## config.mk

```make
export PLATFORM = sky130hd
export DESIGN_NAME = light_level_arbiter_flat
export DESIGN_NICKNAME = d
export VERILOG_FILES = /design/src/rtl/light_level_arbiter_if.sv /design/src/rtl/light_level_arbiter.sv /design/src/flat_wrapper.sv
export SDC_FILE = /design/constraint.sdc
export NUM_CORES = 1
export LEC_CHECK = 0
export BUFFER_PORTS_ARGS = -buffer_cell sky130_fd_sc_hd__buf_2
export CORE_MARGIN = 2
export CORE_UTILIZATION = 50
export CTS_CLUSTER_SIZE = 20
export DETAILED_ROUTE_END_ITERATION = 10
export PLACE_DENSITY = 0.77
export SYNTH_ARGS = -nofsm -noshare
export SYNTH_HDL_FRONTEND = slang
export SYNTH_SLANG_ARGS = --single-unit
```

## constraint.sdc

```tcl
create_clock -name clk -period 2.6 [get_ports clk]
set_input_delay 0.26 -clock clk [delete_from_list [all_inputs] [get_ports clk]]
set_output_delay 0.26 -clock clk [all_outputs]
set_load 0.005 [all_outputs]
```

## src/rtl/light_level_arbiter_if.sv

```systemverilog
// light_level_arbiter_if: request inputs and light-level outputs of the arbiter
interface light_level_arbiter_if;
   logic       clear;
   logic       ir_valid;
   logic [2:0] ir_level;
   logic [6:0] occ_count;
   logic [2:0] level;
   logic [2:0] target;
   logic [3:0] led;
   logic       busy;
   logic [1:0] src;
   modport master (output clear, ir_valid, ir_level, occ_count,
                   input  level, target, led, busy, src);
   modport slave  (input  clear, ir_valid, ir_level, occ_count,
                   output level, target, led, busy, src);
endinterface

```

## src/rtl/light_level_arbiter.sv

```systemverilog
// light_level_arbiter: arbitrates IR/occupancy requests and ramps the room light level; LLA_VACANCY_DELAY_EN delays switch-off on vacancy
module light_level_arbiter #(
   parameter int RAMP_DIV      = 4,
   parameter int DEFAULT_LEVEL = 3,
   parameter int VACANCY_TICKS = 8
) (
   input logic                 clk,
   input logic                 rst_n,
   light_level_arbiter_if.slave bus
);
   typedef enum logic [1:0] {IDLE, UP, DOWN} ramp_t;
   localparam int DW = $clog2(RAMP_DIV);

   if (RAMP_DIV < 2 || DEFAULT_LEVEL < 1 || DEFAULT_LEVEL > 5 || VACANCY_TICKS < 1) begin : g_bad_param
      $error("light_level_arbiter: parameter out of range");
   end

   ramp_t          st, st_n;
   logic [DW-1:0]  div, div_n;
   logic [2:0]     level, level_n, target, target_n;
   logic [1:0]     src, src_n;
   logic           hold, hold_n, occ_nz_q;
   logic           occ_nz, rise, fall, ir_ok, occ_on, occ_off, step;

   assign occ_nz = |bus.occ_count;
   assign rise   = occ_nz & ~occ_nz_q;
   assign fall   = ~occ_nz & occ_nz_q;
   assign ir_ok  = bus.ir_valid && bus.ir_level <= 3'd5;
   assign step   = st != IDLE && div == DW'(RAMP_DIV - 1);

`ifdef LLA_VACANCY_DELAY_EN
   typedef enum logic {OCCUPIED, VACANT_WAIT} vac_t;
   localparam int VW = $clog2(VACANCY_TICKS + 1);
   vac_t          vst, vst_n;
   logic [VW-1:0] vcnt, vcnt_n;
   logic          expire;

   assign expire  = vst == VACANT_WAIT && vcnt == VW'(1);
   assign occ_on  = rise && vst == OCCUPIED;
   assign occ_off = expire && !rise;

   // vacancy wait: a fall arms the countdown, any winning request or a return cancels it
   always_comb begin
      vst_n  = vst;
      vcnt_n = vcnt;
      if (bus.clear || ir_ok || rise || expire) vst_n = OCCUPIED;
      else if (fall) begin
         vst_n  = VACANT_WAIT;
         vcnt_n = VW'(VACANCY_TICKS);
      end else if (vst == VACANT_WAIT) vcnt_n = vcnt - VW'(1);
   end

   // vacancy wait registers
   always_ff @(posedge clk or negedge rst_n) begin
      if (!rst_n) begin
         vst  <= OCCUPIED;
         vcnt <= '0;
      end else begin
         vst  <= vst_n;
         vcnt <= vcnt_n;
      end
   end
`else
   assign occ_on  = rise;
   assign occ_off = fall;
`endif

   // arbitration (clear > valid IR > occupancy) and one-step ramp toward target
   always_comb begin
      target_n = target;
      hold_n   = hold;
      src_n    = src;
      level_n  = step ? (st == UP ? level + 3'd1 : level - 3'd1) : level;
      if (bus.clear) begin
         target_n = 3'd0;
         hold_n   = 1'b0;
         src_n    = 2'd0;
         level_n  = 3'd0;
      end else if (ir_ok) begin
         target_n = bus.ir_level;
         hold_n   = bus.ir_level != 3'd0;
         src_n    = 2'd2;
      end else if (occ_on && !hold) begin
         target_n = 3'(DEFAULT_LEVEL);
         src_n    = 2'd1;
      end else if (occ_off) begin
         target_n = 3'd0;
         hold_n   = 1'b0;
         src_n    = 2'd1;
      end
      st_n  = level_n == target_n ? IDLE : (level_n < target_n ? UP : DOWN);
      div_n = (st == IDLE || st_n == IDLE || step) ? '0 : div + DW'(1);
   end

   // state registers
   always_ff @(posedge clk or negedge rst_n) begin
      if (!rst_n) begin
         st       <= IDLE;
         div      <= '0;
         level    <= 3'd0;
         target   <= 3'd0;
         src      <= 2'd0;
         hold     <= 1'b0;
         occ_nz_q <= 1'b0;
      end else begin
         st       <= st_n;
         div      <= div_n;
         level    <= level_n;
         target   <= target_n;
         src      <= src_n;
         hold     <= hold_n;
         occ_nz_q <= occ_nz;
      end
   end

   assign bus.level  = level;
   assign bus.target = target;
   assign bus.src    = src;
   assign bus.busy   = level != target;
   assign bus.led    = level < 3'd2 ? 4'd0 : 4'((5'd1 << (level - 3'd1)) - 5'd1);
endmodule

```

## src/flat_wrapper.sv

```systemverilog
// flat-port wrapper written by rule: the top's interface ports become plain ports
module light_level_arbiter_flat 
#(
   parameter int RAMP_DIV      = 4,
   parameter int DEFAULT_LEVEL = 3,
   parameter int VACANCY_TICKS = 8
)
  (clk, rst_n, bus_clear, bus_ir_valid, bus_ir_level, bus_occ_count, bus_level, bus_target, bus_led, bus_busy, bus_src);
  light_level_arbiter_if bus_i ();
  input logic clk;
  input logic rst_n;
  input wire logic [$bits(bus_i.clear)-1:0] bus_clear;
  input wire logic [$bits(bus_i.ir_valid)-1:0] bus_ir_valid;
  input wire logic [$bits(bus_i.ir_level)-1:0] bus_ir_level;
  input wire logic [$bits(bus_i.occ_count)-1:0] bus_occ_count;
  output wire logic [$bits(bus_i.level)-1:0] bus_level;
  output wire logic [$bits(bus_i.target)-1:0] bus_target;
  output wire logic [$bits(bus_i.led)-1:0] bus_led;
  output wire logic [$bits(bus_i.busy)-1:0] bus_busy;
  output wire logic [$bits(bus_i.src)-1:0] bus_src;
  assign bus_i.clear = bus_clear;
  assign bus_i.ir_valid = bus_ir_valid;
  assign bus_i.ir_level = bus_ir_level;
  assign bus_i.occ_count = bus_occ_count;
  assign bus_level = bus_i.level;
  assign bus_target = bus_i.target;
  assign bus_led = bus_i.led;
  assign bus_busy = bus_i.busy;
  assign bus_src = bus_i.src;
  light_level_arbiter #(.RAMP_DIV(RAMP_DIV), .DEFAULT_LEVEL(DEFAULT_LEVEL), .VACANCY_TICKS(VACANCY_TICKS)) u_core (.clk(clk), .rst_n(rst_n), .bus(bus_i));
endmodule
```

Word level (Yosys, flattened, before mapping)

Index checks and enable logic that the tools add are counted.

Register bits after elaboration: 14
Word-level logic and storage cells: 57

Shift operators: 1
$add $sub $neg: 4
$lt $le $gt $ge: 3
Reduce and logical (&&, ||, !) cells: 14
Muxes and demuxes: 19
Bitwise operators: 4
Eq/ne operators: 5

Operators with widths:

| kind                | number |
|---|---|
| $mux 3              | 7 |
| $mux 2              | 7 |
| $reduce_or 7->1     | 1 |
| $reduce_bool 3->1   | 2 |
| $logic_not 2->1     | 2 |
| $mux 1              | 4 |
| $mux 4              | 1 |
| $reduce_bool 4->1   | 1 |
| $shl 1x3->4 const A | 1 |
| $sub 4x1->4 const B | 1 |
| $add 3x1->3 const B | 1 |
| $eq 3x3->1          | 1 |
| $le 3x3->1 const B  | 1 |
| $logic_and 1x1->1   | 3 |
| $lt 3x2->1 const B  | 1 |
| $lt 3x3->1          | 1 |
| $ne 3x2->1 const B  | 1 |
| $ne 3x3->1          | 1 |
| $sub 3x1->3 const B | 1 |
| $add 2x1->2 const B | 1 |
| $and 1x1->1         | 2 |
| $eq 2x1->1 const B  | 1 |
| $eq 2x2->1 const B  | 1 |
| $logic_or 1x1->1    | 2 |
| 4 further kinds     | 5 |

Logic depth before layout (Yosys ltp)

Gate-level depths: netlist of the first run.

Word-level depth: 14
Gate-level depth with buffers: 10
Gate-level depth less buffers: 10

Worst setup path after synthesis of the first run

OpenSTA, ideal clock, no wires.

Path kind: reg-to-reg
Start point: reg u_core.level[1] (netlist: u_core.bus.level[1])
End point: reg u_core.div[1]
Cell stages (with the launch flop): 10
Path buffers: 0
Required time: 2495 ps
Arrival: 2072 ps
Path slack: 423 ps
Cell sequence: dfrtp_1 -> inv_1 -> ha_1 -> ha_1 -> a32o_1 -> nand2_1 -> a21oi_1 -> ha_1 -> and3_1 -> nor4b_1

Word-level cells in the longest chain between the ends: 11
Elaborated cells between the ends (all ways): 13
Classes of those cells: 2 x add/sub; 1 x order compare; 1 x eq/ne; 6 x mux; 3 x reduce/logical

Ends and longest elaborated chain:

| item                                              | RTL line                   | text |
|---|---|---|
| start: declaration                                | light_level_arbiter.sv:20  | `logic [2:0] level, level_n, target, target_n;` |
| start signal: assignment                          | light_level_arbiter.sv:108 | `level <= level_n;` |
| $sub 3x1->3 / $add 3x1->3 (equally long branches) | light_level_arbiter.sv:73  | `level_n = step ? (st == UP ? level + 3'd1 : level - 3'd1) : level;` |
| $mux 3 (*) (2 in a row)                           | light_level_arbiter.sv:73  |  |
| $mux 3 (*)                                        | light_level_arbiter.sv:74  | `if (bus.clear) begin` |
| net u_core.level_n[2]                             | light_level_arbiter.sv:20  |  |
| $lt 3x3->1                                        | light_level_arbiter.sv:91  | `st_n = level_n == target_n ? IDLE : (level_n < target_n ? UP : DOWN);` |
| $mux 2                                            | light_level_arbiter.sv:91  |  |
| $mux 2 (*)                                        | light_level_arbiter.sv:91  |  |
| $logic_not 2->1 (*)                               | light_level_arbiter.sv:92  | `div_n = (st == IDLE \|\| st_n == IDLE \|\| step) ? '0 : div + DW'(1);` |
| $logic_or 1x1->1 (*) (2 in a row)                 | light_level_arbiter.sv:92  |  |
| $mux 2 (*)                                        | light_level_arbiter.sv:92  |  |
| net u_core.div_n[1]                               | light_level_arbiter.sv:19  | `logic [DW-1:0] div, div_n;` |
| end signal: assignment                            | light_level_arbiter.sv:107 | `div <= div_n;` |
| end: declaration                                  | light_level_arbiter.sv:19  |  |

The timed path passes the listed nets; every way through them passes the cells marked *.
A chain may end at the register's enable or synchronous reset.

Final worst setup path of the first run

Start point: reg u_core.level[0] (netlist: u_core.bus.level[0])
End point: reg u_core.div[1]

The elaborated chain is that of the path after synthesis.

==> flow_metrics.py, run 1 <==
metrics = {
    "floorplanning": {
        "core_area_sq_mm": 0.00176,
        "die_y_microns": 47.7,
        "row_count": 15,
        "floorplan.die_area_sq_mm": 0.00228,
        "ioPinCount": 27,
        "dieWidth_microns": 47.7,
        "initial_core_util_pct": 54.2,
    },
    "placement": {
        "gp_congestion": 0.816,
        "dpl_cell_area_sq_mm": 0.00113,
        "hpwl_mm": 1.58,
        "portBuffers": 26,
        "dp_cells": 156,
    },
    "drt": {
        "drc_errors": 0,
        "wl_mm": 1.97,
        "drt.antenna.violating_nets": 0,
        "wl_per_cell_microns": 12.2,
        "first_pass_iters": 4,
        "num_vias": 873,
        "drt_iter0_drc": 26,
        "viasPerCell": 5.42,
    },
    "final_layout": {
        "num-nets-final": 162,
        "antenna_cells": 0,
        "drive_gt1_share_pct": 27.9,
        "area_delta_synth_final_pct": 22.9,
        "postLayoutCellArea_sq_mm": 0.00117,
        "fin_util_pct": 66.6,
        "fin_cells": 161,
    },
    "timing": {
        "drv_slew": 0,
        "clock_skew_ps": 4.77,
        "fmax_ghz": 0.420,
        "tightest_slew_ps": 411,
        "hold_slack_ps": 237,
        "slew_headroom_pct": 72.2,
        "fin_setup_tns_ps": 0,
        "report.final.setup_viol": 0,
        "post-route-period-util_pct": 91.6,
        "hold_violations": 0,
        "fin_crit_ps": 2380,
        "rsz0062_at_grt": "false",
    },
    "clock_network": {
        "h-tree-depth": 1,
        "cts.reportedPaths.clkPinSlew_ps": 90,
        "cts_setup_buffers": 0,
        "clockRootBuffer": "clkbuf_4",
        "ctsLongestPathBuffers": 2,
        "cts_tree": "built",
        "ctsHoldBuffers": 1,
        "ctsResizeCount": 0,
        "cts_buffers": 3,
        "cts.sinks": 14,
        "insertion_delay_ps": 280,
    },
    "yosys": {
        "syn-cell-area_sq_um": 956,
        "synth-edff-count": 0,
        "ys_seq_area_share_pct": 36.6,
        "synthFlopType": "dfrtp_1",
        "yosys.area.top_type_share_pct": 36.6,
        "synth.distinct_cells": 35,
        "synth_seq_cells": 14,
        "yosys-top-cells-area": "dfrtp_1 (37%), ha_1 (14%), xnor2_1 (4.6%)",
        "syn-num-nets": 129,
        "yosys.area.top_type": "dfrtp_1",
        "synth_cells": 104,
        "yosysWarnings": 0,
        "syn_avg_cell_area_sq_um": 9.19,
        "async_reset_ff_share_pct": 100,
    },
    "power": {
        "p_leak_nw": 0.583,
        "irDropWorstVdd_mv": 0.337,
        "p_sw_mw": 0.117,
        "pwr-share-clk_pct": 33.4,
        "p_per_area_mw_per_mm2": 395,
        "power.internal_mw": 0.347,
        "p_sw_share_pct": 25.2,
        "seqPwrFrac_pct": 51.3,
        "combPwrFrac_pct": 15.3,
    },
    "worst_setup_path": {
        "cp_max_fo": 6,
        "crit_family": "adder cells",
        "cpPeakStageDelay_ps": 460,
        "critPathBufInv": 1,
        "worst-setup-path-type": "reg2reg",
        "crit_path_cell_trace": "inv_1 > ha_1 > ha_1 > a32o_1 > nand2_1 > a21oi_1 > ha_1 > and3_1 > nor4b_1",
        "required_ps": 2770,
        "critPathArrivalTime_ps": 2550,
        "cpMaxStageDelayCell": "dfrtp_1",
        "critPathCaptureType": "flip-flop",
        "cpMostUsedCell": "ha_1",
        "ff2ff_setup_slack_ps": 220,
        "cp-start-kind": "flip-flop",
    },
    "grt": {
        "grtUsageTotal_pct": 20.2,
        "grt_pass1_vias": 756,
        "overflow": 0,
        "antenna_found_initial": 0,
        "grt_max_degree": 15,
        "grt_pass1_wl_mm": 3.20,
    },
    "flow_run": {
        "drv_cap": 0,
    },
    "status": {
        "status": "complete, no violations",
    },
    "hold_path": {
        "hp-class": "in2reg",
    },
}
power groups by stage:
stage | combinational, mW | clock (mW) | sequential (mW)
detailed placement | 0.0696 | 0 | 0.241
global placement | 0.0673 | 0 | 0.242
global route | 0.0812 | 0.168 | 0.239
finish | 0.0709 | 0.155 | 0.238
CTS | 0.0712 | 0.157 | 0.237
floorplan | 0.0391 | 0 | 0.240
metal layers:
metal,wire [microns],global-route usage [%],share of wire (%),up-vias
li1,-,-,-,434
met1,896,26.5,46,408
met2,942,33.1,48,27
met3,102,3.40,5.2,4
met4,25,8.11,1.3,0
met5,0,0,0,-
flip-flops by register name, indices dropped and copies added, names as in the netlist:
| register | flops |
|---|---|
| u_core.st | 2 |
| u_core.bus.src | 2 |
| u_core.bus.level | 3 |
| u_core.occ_nz_q | 1 |
| u_core.hold | 1 |
| u_core.div | 2 |
| u_core.bus.target | 3 |
worst reg2reg max path, stage by stage (launching register included):
cell and delay (ps):
dfrtp_1 460, inv_1 120, ha_1 210, ha_1 320, a32o_1 230, nand2_1 60, a21oi_1 80, ha_1 300
and3_1 200, nor4b_1 270
placed cells by master, fill, tap and decap left out, drive strengths merged, types with 2 or more instances in the layout:
cell / instances
clkbuf: 4
nor3: 3
nor2b: 2
nand2b: 3
ha: 11
a21oi: 8
nor2: 10
xnor2: 5
o21a: 2
buf: 28
nor4: 2
dfrtp: 14
o211ai: 2
or2: 2
inv: 12
nand3: 2
a31oi: 2
nor4b: 2
o21ai: 5
nand2: 2
kinds of logic after synthesis:
group	count (synthesis)	synth area share, %
flops	14	36.6
xor+xnor	6	5.50
fa+ha+maj	11	14.4
simple gates	33	19.0
buf+inv	13	5.10
compound gates	27	19.4
metrics by stage:
| stage | worst slack, ps | total power [mW] |
|---|---|---|
| floorplan | 423 | 0.279 |
| global placement | 279 | 0.309 |
| detailed placement | 223 | 0.311 |
| CTS | 195 | 0.465 |
| global route | 7.92 | 0.488 |
| finish | 218 | 0.464 |
synth_stat cells, types with 3 or more instances:
| cell | n |
|---|---|
| nor2_1 | 10 |
| dfrtp_1 | 14 |
| inv_1 | 11 |
| nand2b_1 | 3 |
| nor3_1 | 3 |
| a21oi_1 | 8 |
| xnor2_1 | 5 |
| o21ai_0 | 5 |
| ha_1 | 11 |
final timing paths:
check,from,end,cells after the start
setup / recovery,u_core.bus.level[0]$_DFF_PN0_,u_core.div[1]$_DFF_PN0_,9
hold / removal,bus_occ_count[3],u_core.occ_nz_q$_DFF_PN0_,3
setup reg to reg,u_core.bus.level[0]$_DFF_PN0_,u_core.div[1]$_DFF_PN0_,9
hold reg to reg,u_core.div[0]$_DFF_PN0_,u_core.div[0]$_DFF_PN0_,1
max in group asynchronous,rst_n,u_core.bus.level[1]$_DFF_PN0_,2
min in group asynchronous,rst_n,u_core.bus.src[1]$_DFFE_PN0P_,2
final cells by class:
class                      count  area, sq um
fill                         174          589
multi-input combinational     77          557
sequential                    14          350
timing repair buffer          29          155
inverter                      12         45.0
clock buffer                   4         36.3
tap                           25         31.3
Note: power is estimated with default switching activity, not from simulation.
==> inputs of run 2 (changes only) <==
--- a/config.mk
+++ b/config.mk
@@ -6,11 +6,11 @@
 export NUM_CORES = 1
 export LEC_CHECK = 0
 export BUFFER_PORTS_ARGS = -buffer_cell sky130_fd_sc_hd__buf_2
+export CORE_ASPECT_RATIO = 1.5
 export CORE_MARGIN = 2
-export CORE_UTILIZATION = 50
+export CORE_UTILIZATION = 40
 export CTS_CLUSTER_SIZE = 20
 export DETAILED_ROUTE_END_ITERATION = 10
-export PLACE_DENSITY = 0.77
 export SYNTH_ARGS = -nofsm -noshare
 export SYNTH_HDL_FRONTEND = slang
 export SYNTH_SLANG_ARGS = --single-unit
==> run 2 against run 1 <==
Net effect:
- routed wire length fell by 1.1%
- maximum frequency rose by 1.7%
- global-route usage shrank 4.1 points
- clock skew is essentially flat
- design area shrank 1.4%
==> flow_metrics.py, run 2 (same netlist as run 1, synthesis figures left out) <==
metrics = {
    "status": {
        "status": "complete, no violations",
    },
    "power": {
        "combPwrFrac_pct": 16.6,
        "totalPowerFinal_mw": 0.425,
        "power.internal_mw": 0.315,
        "p_leak_nw": 0.576,
        "irDropWorstVdd_mv": 0.271,
        "p_sw_mw": 0.110,
        "pwr-share-clk_pct": 27.6,
        "seqPwrFrac_pct": 55.8,
        "p_sw_share_pct": 25.9,
        "p_per_area_mw_per_mm2": 367,
    },
    "drt": {
        "wl_mm": 1.94,
        "drt_iter0_drc": 19,
        "num_vias": 839,
        "first_pass_iters": 4,
        "wl_per_cell_microns": 12.3,
        "drt.antenna.violating_nets": 0,
        "viasPerCell": 5.31,
        "drc_errors": 0,
    },
    "floorplanning": {
        "initial_core_util_pct": 42.3,
        "floorplan.die_area_sq_mm": 0.00280,
        "dieWidth_microns": 43.9,
        "row_count": 21,
        "ioPinCount": 27,
        "core_area_sq_mm": 0.00226,
        "die_y_microns": 63.9,
    },
    "clock_network": {
        "cts.sinks": 14,
        "ctsHoldBuffers": 1,
        "cts.reportedPaths.clkPinSlew_ps": 70,
        "h-tree-depth": 1,
        "clockRootBuffer": "clkbuf_4",
        "insertion_delay_ps": 270,
        "cts_setup_buffers": 0,
        "ctsLongestPathBuffers": 2,
        "ctsResizeCount": 0,
        "cts_tree": "built",
        "cts_buffers": 3,
    },
    "timing": {
        "clock_skew_ps": 4.71,
        "tightest_slew_ps": 357,
        "slew_headroom_pct": 75.9,
        "hold_violations": 0,
        "fin_crit_ps": 2340,
        "post-route-period-util_pct": 90.1,
        "rsz0062_at_grt": "false",
        "drv_slew": 0,
        "report.final.setup_viol": 0,
        "fmax_ghz": 0.427,
        "fin_setup_tns_ps": 0,
    },
    "placement": {
        "gp_congestion": 0.745,
        "hpwl_mm": 1.61,
        "portBuffers": 26,
    },
    "worst_setup_path": {
        "worst-setup-path-type": "reg2out",
        "r2r-end": "u_core.div[1]$_DFF_PN0_",
        "r2r-start": "u_core.bus.level[0]$_DFF_PN0_",
        "ff2ff_path_depth": 9,
        "ff2ff_setup_slack_ps": 310,
        "critPathArrivalTime_ps": 2080,
        "cp-start-kind": "flip-flop",
        "cp_max_fo": 6,
        "required_ps": 2340,
        "critPathCaptureType": "output port",
    },
    "grt": {
        "grt_max_degree": 15,
        "met3_usage_pct": 1.69,
        "grt_pass1_wl_mm": 3.46,
        "met1_usage_pct": 17.7,
        "grtUsageTotal_pct": 16.1,
        "grt_pass1_vias": 873,
        "overflow": 0,
        "grtUsageMet2_pct": 29.6,
        "antenna_found_initial": 0,
        "busiest_layer": "met2",
    },
    "final_layout": {
        "drive_gt1_share_pct": 27.4,
        "multi_input_area_sq_um": 557,
        "top_regs": "u_core.bus.level x3, u_core.bus.target x3",
        "regArea_sq_um": 350,
        "num-nets-final": 162,
        "n_fill_cell": 237,
        "antenna_cells": 0,
        "final_common_cell": "buf_2",
        "final_cell_mix": "buf_2 (26), dfrtp_1 (14), inv_1 (11), ha_1 (11), nor2_1 (10)",
        "area_delta_synth_final_pct": 21.2,
    },
    "hold_path": {
        "hp-class": "in2reg",
        "hold-path-endpoint": "u_core.occ_nz_q$_DFF_PN0_",
        "holdPathStages": 3,
        "hold_path_startpoint": "bus_occ_count[6]",
    },
    "flow_run": {
        "drv_cap": 0,
    },
}
==> run 2: changes by cell type in the layout (fill, tap and decap cells not counted), sizes merged <==
cell / before / now
clkbuf: 4 / 3
==> run 2: area by class of cell <==
type / instances / share of cell area (%)
well taps: 23 / 2.48
repair buffers: 29 / 13.4
clock buffers: 3 / 1.94
multi-input cells: 77 / 48.1
flip-flops and latches: 14 / 30.2
inverters: 12 / 3.89
==> run 2: how the worst max path moves through the flow <==
stage | startpoint | endpoint | slack, ps | depth (start not counted)
2_1_floorplan | u_core.bus.level[1]$_DFF_PN0_ | u_core.div[1]$_DFF_PN0_ | 420 | 9
3_3_place_gp | bus_occ_count[2] | u_core.st[0]$_DFF_PN0_ | 240 | 9
3_5_place_dp | bus_occ_count[2] | u_core.st[0]$_DFF_PN0_ | 220 | 9
4_1_cts | u_core.bus.level[0]$_DFF_PN0_ | bus_led[2] | 230 | 8
5_1_grt | u_core.bus.level[0]$_DFF_PN0_ | bus_led[2] | 90 | 8
6_report | u_core.bus.level[0]$_DFF_PN0_ | bus_led[2] | 260 | 8
==> run 2: power by group through the flow <==
stage | combinational (mW) | sequential, mW | clock, mW
final | 0.0706 | 0.237 | 0.117
after global routing | 0.0804 | 0.240 | 0.138
after global placement | 0.0684 | 0.241 | 0
after detailed placement | 0.0703 | 0.242 | 0
after CTS | 0.0718 | 0.237 | 0.123
after floorplan | 0.0391 | 0.240 | 0
==> run 2: per-layer routing <==
metal	share of wire, %	wire, microns
met5	0	0
met1	43	840
met4	0.87	17
met3	3.7	71
met2	52	1010
==> run 2: critical path, cell delays in order, from the launching register on <==
cell	delay, ps
dfrtp_1	450
inv_1	120
ha_1	210
ha_1	320
nand2b_1	190
ha_1	200
xnor2_1	150
nor2_1	50
buf_2	120
==> run 2: metrics by stage <==
stage | hold WS (ps) | worst slack [ps] | std cells | area, sq um | util, %
finish | 231 | 258 | 158 | 1160 | 51.3
global route | 244 | 87.9 | 158 | 1160 | 51.3
CTS | 230 | 232 | 158 | 1160 | 51.3
detailed placement | 173 | 217 | 154 | 1130 | 49.8
global placement | 172 | 241 | 154 | 1130 | 49.8
floorplan | -35.6 | 423 | 104 | 956 | -
==> inputs of run 3 (changes only) <==
--- a/config.mk
+++ b/config.mk
@@ -11,6 +11,7 @@
 export CORE_UTILIZATION = 40
 export CTS_CLUSTER_SIZE = 20
 export DETAILED_ROUTE_END_ITERATION = 10
+export RECOVER_POWER = 25
 export SYNTH_ARGS = -nofsm -noshare
 export SYNTH_HDL_FRONTEND = slang
 export SYNTH_SLANG_ARGS = --single-unit
==> run 3 against run 2 <==
Net effect:
- count of clock-buffer cells in the layout stayed put
- highest routed layer unchanged
- sequential power is essentially flat
- power is essentially flat
- worst setup slack stayed put
- via count shrank 0.12%
- clock power about the same
- utilization is 0.055 points lower
- combinational power about the same
- register-to-register slack is essentially flat
- largest power group unchanged
- routed wire length is 0.15% lower
- critical endpoint unchanged
- flip-flop and latch count did not move
==> flow_metrics.py, run 3 (same netlist as run 1, synthesis figures left out) <==
metrics = {
    "placement": {
        "dpl_cell_area_sq_mm": 0.00113,
        "hpwl_mm": 1.61,
        "portBuffers": 26,
        "gp_congestion": 0.745,
    },
    "worst_setup_path": {
        "critPathArrivalTime_ps": 2080,
        "required_ps": 2340,
        "r2r-end": "u_core.div[1]$_DFF_PN0_",
        "crit_end": "bus_led[2]",
        "cp-start-kind": "flip-flop",
        "cp_max_fo": 6,
        "worst-setup-path-type": "reg2out",
        "cp-startpoint": "u_core.bus.level[0]$_DFF_PN0_",
        "critPathCaptureType": "output port",
        "ff2ff_setup_slack_ps": 310,
        "r2r-start": "u_core.bus.level[0]$_DFF_PN0_",
        "ff2ff_path_depth": 9,
    },
    "final_layout": {
        "multi_input_area_sq_um": 557,
        "drive_gt1_share_pct": 26.7,
        "final_common_cell": "buf_2",
        "top_regs": "u_core.bus.level x3, u_core.bus.target x3",
        "final_cell_mix": "buf_2 (25), dfrtp_1 (14), inv_1 (11), ha_1 (11), nor2_1 (10)",
        "area_delta_synth_final_pct": 21.1,
        "num-nets-final": 162,
        "fin_util_pct": 51.2,
        "regArea_sq_um": 350,
        "n_fill_cell": 238,
        "antenna_cells": 0,
        "postLayoutCellArea_sq_mm": 0.00116,
    },
    "timing": {
        "fin_crit_ps": 2340,
        "hold_violations": 0,
        "clock_skew_ps": 4.71,
        "report.final.setup_viol": 0,
        "fin_setup_tns_ps": 0,
        "post-route-period-util_pct": 90.1,
        "tightest_slew_ps": 750,
        "drv_slew": 0,
        "rsz0062_at_grt": "false",
        "hold_slack_ps": 232,
        "slew_headroom_pct": 50.0,
        "fmax_ghz": 0.427,
    },
    "power": {
        "irDropWorstVdd_mv": 0.271,
        "p_per_area_mw_per_mm2": 367,
        "pwr-share-clk_pct": 27.6,
        "p_sw_share_pct": 25.9,
        "seqPwrFrac_pct": 55.8,
        "p_leak_nw": 0.573,
        "combPwrFrac_pct": 16.6,
        "p_sw_mw": 0.110,
        "power.internal_mw": 0.315,
    },
    "grt": {
        "grt_max_degree": 15,
        "grt_pass1_vias": 873,
        "grtUsageTotal_pct": 16.1,
        "antenna_found_initial": 0,
        "grt_pass1_wl_mm": 3.46,
        "overflow": 0,
    },
    "drt": {
        "drt_iter0_drc": 19,
        "wirelength_met1_microns": 840,
        "num_vias": 838,
        "drc_errors": 0,
        "wl_met3_microns": 71,
        "drt.antenna.violating_nets": 0,
        "wl_per_cell_microns": 12.3,
        "viasPerCell": 5.30,
        "wl_mm": 1.94,
        "first_pass_iters": 4,
        "routed.top_layer": "met4",
        "dr_wl_met2_mm": 1.01,
    },
    "floorplanning": {
        "die_y_microns": 63.9,
        "dieWidth_microns": 43.9,
        "initial_core_util_pct": 42.3,
        "floorplan.die_area_sq_mm": 0.00280,
        "row_count": 21,
        "ioPinCount": 27,
        "core_area_sq_mm": 0.00226,
    },
    "clock_network": {
        "cts_buffers": 3,
        "clockRootBuffer": "clkbuf_4",
        "h-tree-depth": 1,
        "ctsLongestPathBuffers": 2,
        "ctsResizeCount": 0,
        "insertion_delay_ps": 270,
        "cts.reportedPaths.clkPinSlew_ps": 70,
        "cts_tree": "built",
        "cts_setup_buffers": 0,
        "cts.sinks": 14,
    },
    "hold_path": {
        "holdPathStages": 3,
        "hp-class": "in2reg",
    },
    "flow_run": {
        "drv_cap": 0,
    },
    "status": {
        "status": "complete, no violations",
    },
}
-- run 3: cell types whose count changed in the layout (fill, tap and decap cells not counted) --
| cell | previous run | this run |
|---|---|---|
| buf_2 | 26 | 25 |
| clkbuf_1 | 0 | 1 |
-- run 3: area by class of cell --
cell class | count | area share [%]
tap | 23 | 2.49
inverter | 12 | 3.89
sequential | 14 | 30.3
clock buffer | 3 | 1.95
timing repair buffer | 29 | 13.3
multi-input combinational | 77 | 48.1
-- run 3: per-stage QoR --
step,instances,setup WS (ps),total power [mW]
finish,158,258,0.425
global route,158,87.9,0.458
CTS,158,232,0.432
detailed placement,154,217,0.312
global placement,154,241,0.310
floorplan,104,423,0.279
-- run 3: critical path, stage by stage, from the launching register on --
cell and delay [ps]:
dfrtp_1 450, inv_1 120, ha_1 210, ha_1 320, nand2b_1 190, ha_1 200, xnor2_1 150, nor2_1 50
buf_2 120
-- run 3: worst min-delay path by stage --
stage          slack (ps)                       endpoint             start
2_1_floorplan         -40  u_core.bus.level[0]$_DFF_PN0_             rst_n
3_3_place_gp          170  u_core.bus.src[1]$_DFFE_PN0P_             rst_n
3_5_place_dp          170  u_core.bus.src[1]$_DFFE_PN0P_             rst_n
4_1_cts               230      u_core.occ_nz_q$_DFF_PN0_  bus_occ_count[6]
5_1_grt               240      u_core.occ_nz_q$_DFF_PN0_  bus_occ_count[3]
6_report              230      u_core.occ_nz_q$_DFF_PN0_  bus_occ_count[6]
-- run 3: repair_timing --
item | 4_1_cts | 5_1_grt
setup endpoints to repair | 0 | 0
endpoints found under the hold margin | 14 | 0
hold buffers | 1 | 0
-- run 3: metal layers --
metal / GRT usage, % / vias up
met4: 6.82 / 0
li1: - / 431
met1: 17.7 / 384
met2: 29.6 / 21
met5: 0 / -
met3: 1.69 / 2
-- run 3: power groups by stage --
stage | clock network (mW) | logic [mW] | registers, mW
6_report | 0.117 | 0.0704 | 0.237
5_1_grt | 0.138 | 0.0802 | 0.240
4_1_cts | 0.123 | 0.0718 | 0.237
3_5_place_dp | 0 | 0.0703 | 0.242
3_3_place_gp | 0 | 0.0684 | 0.241
2_1_floorplan | 0 | 0.0391 | 0.240
